`src/rtl/cacheline_adapter.sv`:
```
// Bridges a cache line request to a sequence of BEATS memory beats.
// Read bursts are assembled into line_o; write bursts stream the latched line out beat by beat.
module cacheline_adapter #(
  parameter int LINE_W  = 256,
  parameter int BURST_W = 64
) (
  input  logic               clk,
  input  logic               rst,
  input  logic [LINE_W-1:0]  line_i,
  output logic [LINE_W-1:0]  line_o,
  input  logic [31:0]        address_i,
  input  logic               read_i,
  input  logic               write_i,
  output logic               resp_o,
  input  logic [BURST_W-1:0] burst_i,
  output logic [BURST_W-1:0] burst_o,
  output logic [31:0]        address_o,
  output logic               read_o,
  output logic               write_o,
  input  logic               resp_i
);

  localparam int BEATS = LINE_W / BURST_W;
  localparam int CNT_W = $clog2(BEATS);
  localparam logic [CNT_W-1:0] LAST = CNT_W'(BEATS - 1);

  typedef enum logic [1:0] {IDLE, READ, WRITE, DONE} state_t;

  state_t                          state;
  state_t                          state_n;
  logic [CNT_W-1:0]                cnt;
  logic [31:0]                     addr_q;
  logic [BEATS-1:0][BURST_W-1:0]   rline_q;
  logic [BEATS-1:0][BURST_W-1:0]   wline_q;

  always_ff @(posedge clk) begin
    if (rst) begin
      state   <= IDLE;
      cnt     <= '0;
      addr_q  <= '0;
      rline_q <= '0;
      wline_q <= '0;
    end else begin
      state <= state_n;
      case (state)
        IDLE: begin
          if (write_i || read_i) begin
            addr_q <= address_i & ~32'h0000_001F;
            cnt    <= '0;
          end
          if (write_i) wline_q <= line_i;
        end
        READ: begin
          // Beats land in place, so line_o keeps the previous line until the first new beat.
          if (resp_i) begin
            rline_q[cnt] <= burst_i;
            cnt          <= cnt + CNT_W'(1);
          end
        end
        WRITE: begin
          if (resp_i) cnt <= cnt + CNT_W'(1);
        end
        default: ;
      endcase
    end
  end

  always_comb begin
    state_n = state;
    read_o  = 1'b0;
    write_o = 1'b0;
    resp_o  = 1'b0;
    case (state)
      IDLE: begin
        if (write_i)     state_n = WRITE;
        else if (read_i) state_n = READ;
      end
      READ: begin
        read_o = 1'b1;
        if (resp_i && cnt == LAST) state_n = DONE;
      end
      WRITE: begin
        write_o = 1'b1;
        if (resp_i && cnt == LAST) state_n = DONE;
      end
      DONE: begin
        resp_o  = 1'b1;
        state_n = IDLE;
      end
      default: state_n = IDLE;
    endcase
  end

  assign burst_o   = wline_q[cnt];
  assign address_o = addr_q;
  assign line_o    = rline_q;

endmodule

```
`config.mk`:
```
export PLATFORM = sky130hd
export DESIGN_NAME = cacheline_adapter
export DESIGN_NICKNAME = d
export VERILOG_FILES = /design/src/rtl/cacheline_adapter.sv
export SDC_FILE = /design/constraint.sdc
export NUM_CORES = 1
export LEC_CHECK = 0
export ABC_CLOCK_PERIOD_IN_PS = 2400
export BUFFER_PORTS_ARGS = -buffer_cell sky130_fd_sc_hd__buf_2
export CAP_MARGIN = 20
export CORE_ASPECT_RATIO = 1.4
export CORE_MARGIN = 2
export CORE_UTILIZATION = 24
export DETAILED_ROUTE_END_ITERATION = 6
export PLACE_DENSITY_LB_ADDON = 0.15
export RECOVER_POWER = 50
export SLEW_MARGIN = 20
export SYNTH_ARGS = -nofsm -noshare
export SYNTH_HDL_FRONTEND = slang
export SYNTH_SLANG_ARGS = --single-unit
```
`constraint.sdc`:
```
create_clock -name clk -period 2.4 [get_ports clk]
set_input_delay 0.48 -clock clk [delete_from_list [all_inputs] [get_ports clk]]
set_output_delay 0.48 -clock clk [all_outputs]
set_load 0.01 [all_outputs]
```
**After elaboration in Yosys (flattened, before gate mapping)**

Index checks and enable logic that the tools add are counted.

- Add/subtract/negate cells: 1
- $lt $le $gt $ge: 2
- Eq/ne operators: 8
- Muxes and demuxes: 15
- Reduce and logical (&&, ||, !) cells: 11

Operators with widths:

| cell | number |
|---|---|
| $bwmux 256 | 1 |
| $bmux 64 s2 | 1 |
| $demux 64 s2 | 1 |
| $mux 64 | 2 |
| $mux 2 | 5 |
| $reduce_and 2->1 | 4 |
| $eq 2x2->1 const B | 3 |
| $pmux 2 s3 | 1 |
| $ne 2x1->1 const B | 2 |
| $pmux 2 s2 | 1 |
| $lt 2x3->1 const B | 1 |
| $mux 1 | 3 |
| $ne 3x3->1 const B | 1 |
| $reduce_and 3->1 | 1 |
| $add 2x1->2 const B | 1 |
| $eq 2x1->1 const B | 1 |
| $ge 2x1->1 const B | 1 |
| $logic_and 1x1->1 | 2 |
| $logic_not 2->1 | 1 |
| $ne 2x2->1 const B | 1 |
| $reduce_bool 2->1 | 1 |
| $reduce_or 2->1 | 1 |
| $logic_or 1x1->1 | 1 |

- Flip-flop bits (word level): 543
- Input bits: 357
- Output and inout bits: 355
- Logic and storage cells: 48

**Depth between registers and ports, before layout**

- Depth in word-level cells: 5
- Gate-level depth with buffers: 9

**Least setup slack after synthesis**

OpenSTA, ideal clock, no wires.

- Path kind: reg-to-output
- Start: register cnt[0]
- End: output burst_o[0]
- Arrival time: 1.306 ns
- Required time: 1.920 ns
- Setup slack: 0.614 ns
- Stages on the path, launching flop included: 4
- Path buffers: 2
- Path through: dfxtp_1 buf_4 buf_6 mux4_2

- Word-level cells in the longest chain between the ends: 2

Ends and longest elaborated chain:

| element | line | RTL |
|---|---|---|
| from (decl) | 31 | `logic [CNT_W-1:0] cnt;` |
| from (signal assigned) | 57 | `cnt <= cnt + CNT_W'(1);` |
| from (signal assigned) | 61 | `if (resp_i) cnt <= cnt + CNT_W'(1);` |
| $bmux 64 s2 | 94 | `assign burst_o = wline_q[cnt];` |
| $mux 64 (not written as such) | 94 |  |
| to (decl) | 16 | `output logic [BURST_W-1:0] burst_o,` |

Every way passes these cells. The select of a mux whose other input is x is not followed.

**Worst setup path after layout**

- Start: register cnt[0]
- End: output burst_o[36]

The elaborated chain is that of the path after synthesis.

==> results.md <==
* Status: finished, violations left
* Violated checks: negative setup slack
* Residual DRC count at 0
* Syn Inst Count at 2465
* Critical path capture point type: primary output
* First-pass GRT wire length at 117000 um
* Met1 WL at 33600 um
* Cell accounting for the most synthesized area: dfxtp_1
* # setup viols final at 63
* Min cycle time layout at 2530 ps
* Total of max-cap violations at 0
* Placed instance count at 4128
* Simple-Gate Fraction of Synth Area at 20.4%
* Ys async rst share at 0%
* Nets at 3466
* Adder-Cell Fraction of Synth Area at 0.547%
* Starting density of the core at 24.1%
* Top post-synthesis cells by area: dfxtp_1, nand2_1, a21oi_1, mux4_2, buf_2
* Critical Path Start Type: register
* Count leader, synth: nand2_1
* CTS sink count at 543
* Fillers at 9488
* Max clock buf depth at 3
* Boundary Pins at 712
* Storage cell area at 10900 um^2
* Die area at 88200 um^2
* Ys Warns at 0
* GP Congestion at 0.770
* Initial antenna violation count at 30
* Clock Tree Root: clkbuf_16
* Seq cells post-synth at 543
* Clk_lat worst skew at 630 ps
* Top cell type's share of synthesized area at 52.8%
* Crit path max fanout at 6
* Synth Area in Compound Gates at 13.7%
* Hold Path End: address_o[18]
* Reg-to-reg critical path startpoint: state[0]
* Largest net degree at the start of global routing at 77
* Clk network pwr share at 34.6%
* Synth Flop Type: dfxtp_1
* Slew margin rel. at 39.4%
* Worst vdd ir at 0.531 mV
* Die Ht at 351 um
* EDFF count, synth at 0
* Setup_tns at -4430 ps
* Pins Over Slew Limit at 0
* Most common library cells after synthesis: nand2_1, dfxtp_1, a21oi_1
* Syn Area/Cell at 8.36 um^2
* FMAX at 0.395 GHz
* Arrival @ worst endpoint at 2050 ps
* Clk slew on worst S/H paths at 60 ps
* Post-DRT Antenna Nets at 0
* WL final at 80100 um
* RSZ-0062 raised after global routing: true
* Vias in the first global route at 18300
* Max layer used: met5
* Drt pass-1 iters at 5
* Layout cells sized above 1 at 21.3%
* P_leak at 10.1 nW
* Buffers added on ports at 701
* Final critical-path share of the clock period at 105%
* Area of the multi-input gates at 8620 um^2
* Total global routing overflow at 0
* Multiplexer share of the synthesized area at 7.09%
* Final worst setup slack at -131 ps
* Met2 WL at 37600 um
* Reg2Reg Depth at 6
* GRT Total Usage at 17.3%
* Core area at 85300 um^2
* Sw Pwr at 8.29 mW
* Switching share of power at 31.7%
* Final HPWL DP at 55000 um
* Internal power at 17.8 mW
* Setup Crit Path Kind: reg -> out
* Row cnt at 127
* Vias per cell at 4.43
* Hold depth at 3
* H-tree Lvls at 2
* DR WL/cell at 18.9 um
* Final Power at 26.1 mW
* Vias at 18800
* Least-Margin Pin Slew at 910 ps
* Clock skew at 26.0 ps
* Post-synthesis cell type count at 30
* Post-Synth XOR/XNOR Area at 0%
* Comb pwr share at 25.5%
* Detailed router's first-iteration violation count at 1061
* Die Width at 252 um
* Finished Layout Cells at 4247
* Min-delay worst type: in -> reg
* CTS Buf Count at 57
* Register area share after synthesis at 52.8%
* Area Growth Syn to Fin at 31.5%
* Reg power frac at 39.9%
* P per Cell Area at 964 nW/um^2
* CTS tree: done
* Routed length on met3 at 6760 um
* CP required at 1920 ps
* Final Hold Viols at 0
* Largest family of logic cells by synthesized area: simple AND/OR/NAND/NOR gates
* Min-Delay Startpoint: address_i[18]
* Hold Slack at 84.5 ps
* RR Endpoint: wline_q[237]
* Synth Cell Area at 20600 um^2
* R2r setup slk at 200 ps
==> power groups by stage <==
stage	clock network, mW	registers (mW)	logic (mW)
finish	9.04	10.4	6.66
global route	9.72	10.5	7.40
CTS	9.42	10.4	7.05
detailed placement	0	10.6	6.36
global placement	0	10.6	6.36
floorplan	0	10.6	4.13
==> layout by cell type, fill, tap and decap left out, types with 2 or more instances in the layout <==
cell          n
buf_6        36
clkbuf_1    297
nand2_1    1073
mux4_2       64
dfxtp_4       2
a21oi_1     531
and3_2        4
buf_4        31
buf_12       23
a21oi_2      10
clkinv_4      2
mux2i_1       2
buf_2       380
clkinv_8      2
clkbuf_16    58
conb_1        5
clkbuf_8     14
dfxtp_1     541
nand3_2       3
buf_16        6
clkbuf_4      3
ha_1          8
nand2_2      10
buf_8         2
diode_2       9
inv_1         5
clkinv_2      6
o31ai_1       2
bufinv_16     3
clkbuf_2      4
==> sequential cells by signal, indices dropped and copies added, names as in the netlist <==
signal / flops
address_o: 27
cnt: 2
line_o: 256
state: 2
wline_q: 256
==> worst max-delay path, cell delays in order, from the launching register on <==
cell and delay [ps]:
dfxtp_4 360, buf_12 140, buf_12 130, buf_16 140
mux4_2 520, buf_6 140
==> routing by layer <==
layer | global-route usage (%) | vias up
met5 | 0 | -
met1 | 21.3 | 8722
met3 | 5.66 | 117
li1 | - | 9356
met2 | 28.9 | 599
met4 | 4.77 | 32
==> layout make-up <==
class,instances,area share (%)
timing repair buffer,768,15.9
antenna,9,0.0831
clock buffer,86,6.26
multi-input combinational,1725,31.8
tap,1096,5.06
sequential,543,40.1
inverter,5,0.0693
clock inverter,15,0.688
==> logic make-up (layout without fill, tap and decap cells) <==
family                     Yosys count  count (layout)
buffers and inverters              201             874
muxes                               66              66
other                                1              14
AOI/OAI and AO/OA                  549             549
DFF                                543             543
and+or+nand+nor                   1096            1096
adders and majority gates            9               9
==> worst max path at each step <==
stage / start / end / slack [ps] / cells after the start
6_report: cnt[0] / burst_o[36] / -130 / 5
5_1_grt: cnt[0] / burst_o[36] / -220 / 5
4_1_cts: cnt[0] / burst_o[26] / -200 / 5
3_5_place_dp: state[1] / line_o[59] / 120 / 6
3_3_place_gp: state[1] / line_o[59] / 170 / 6
2_1_floorplan: cnt[0] / burst_o[0] / 610 / 3
==> what timing repair did <==
item,4_1_cts,5_1_grt
hold endpoints to repair,0,0
hold buffers,0,0
setup endpoints to repair,64,65
pin swaps,0,0
cloned,5,0
buffers inserted,7,0
gates resized for setup,57,5
==> stage by stage <==
stage          utilization (%)  setup slack (ps)  instance area, um^2
6_report                  31.8              -131                27100
5_1_grt                   31.7              -217                27100
4_1_cts                   32.2              -202                27500
3_5_place_dp              29.5               121                25200
3_3_place_gp              29.5               167                25200
2_1_floorplan                -               614                20600
Note: power is estimated with default switching activity, not from simulation.
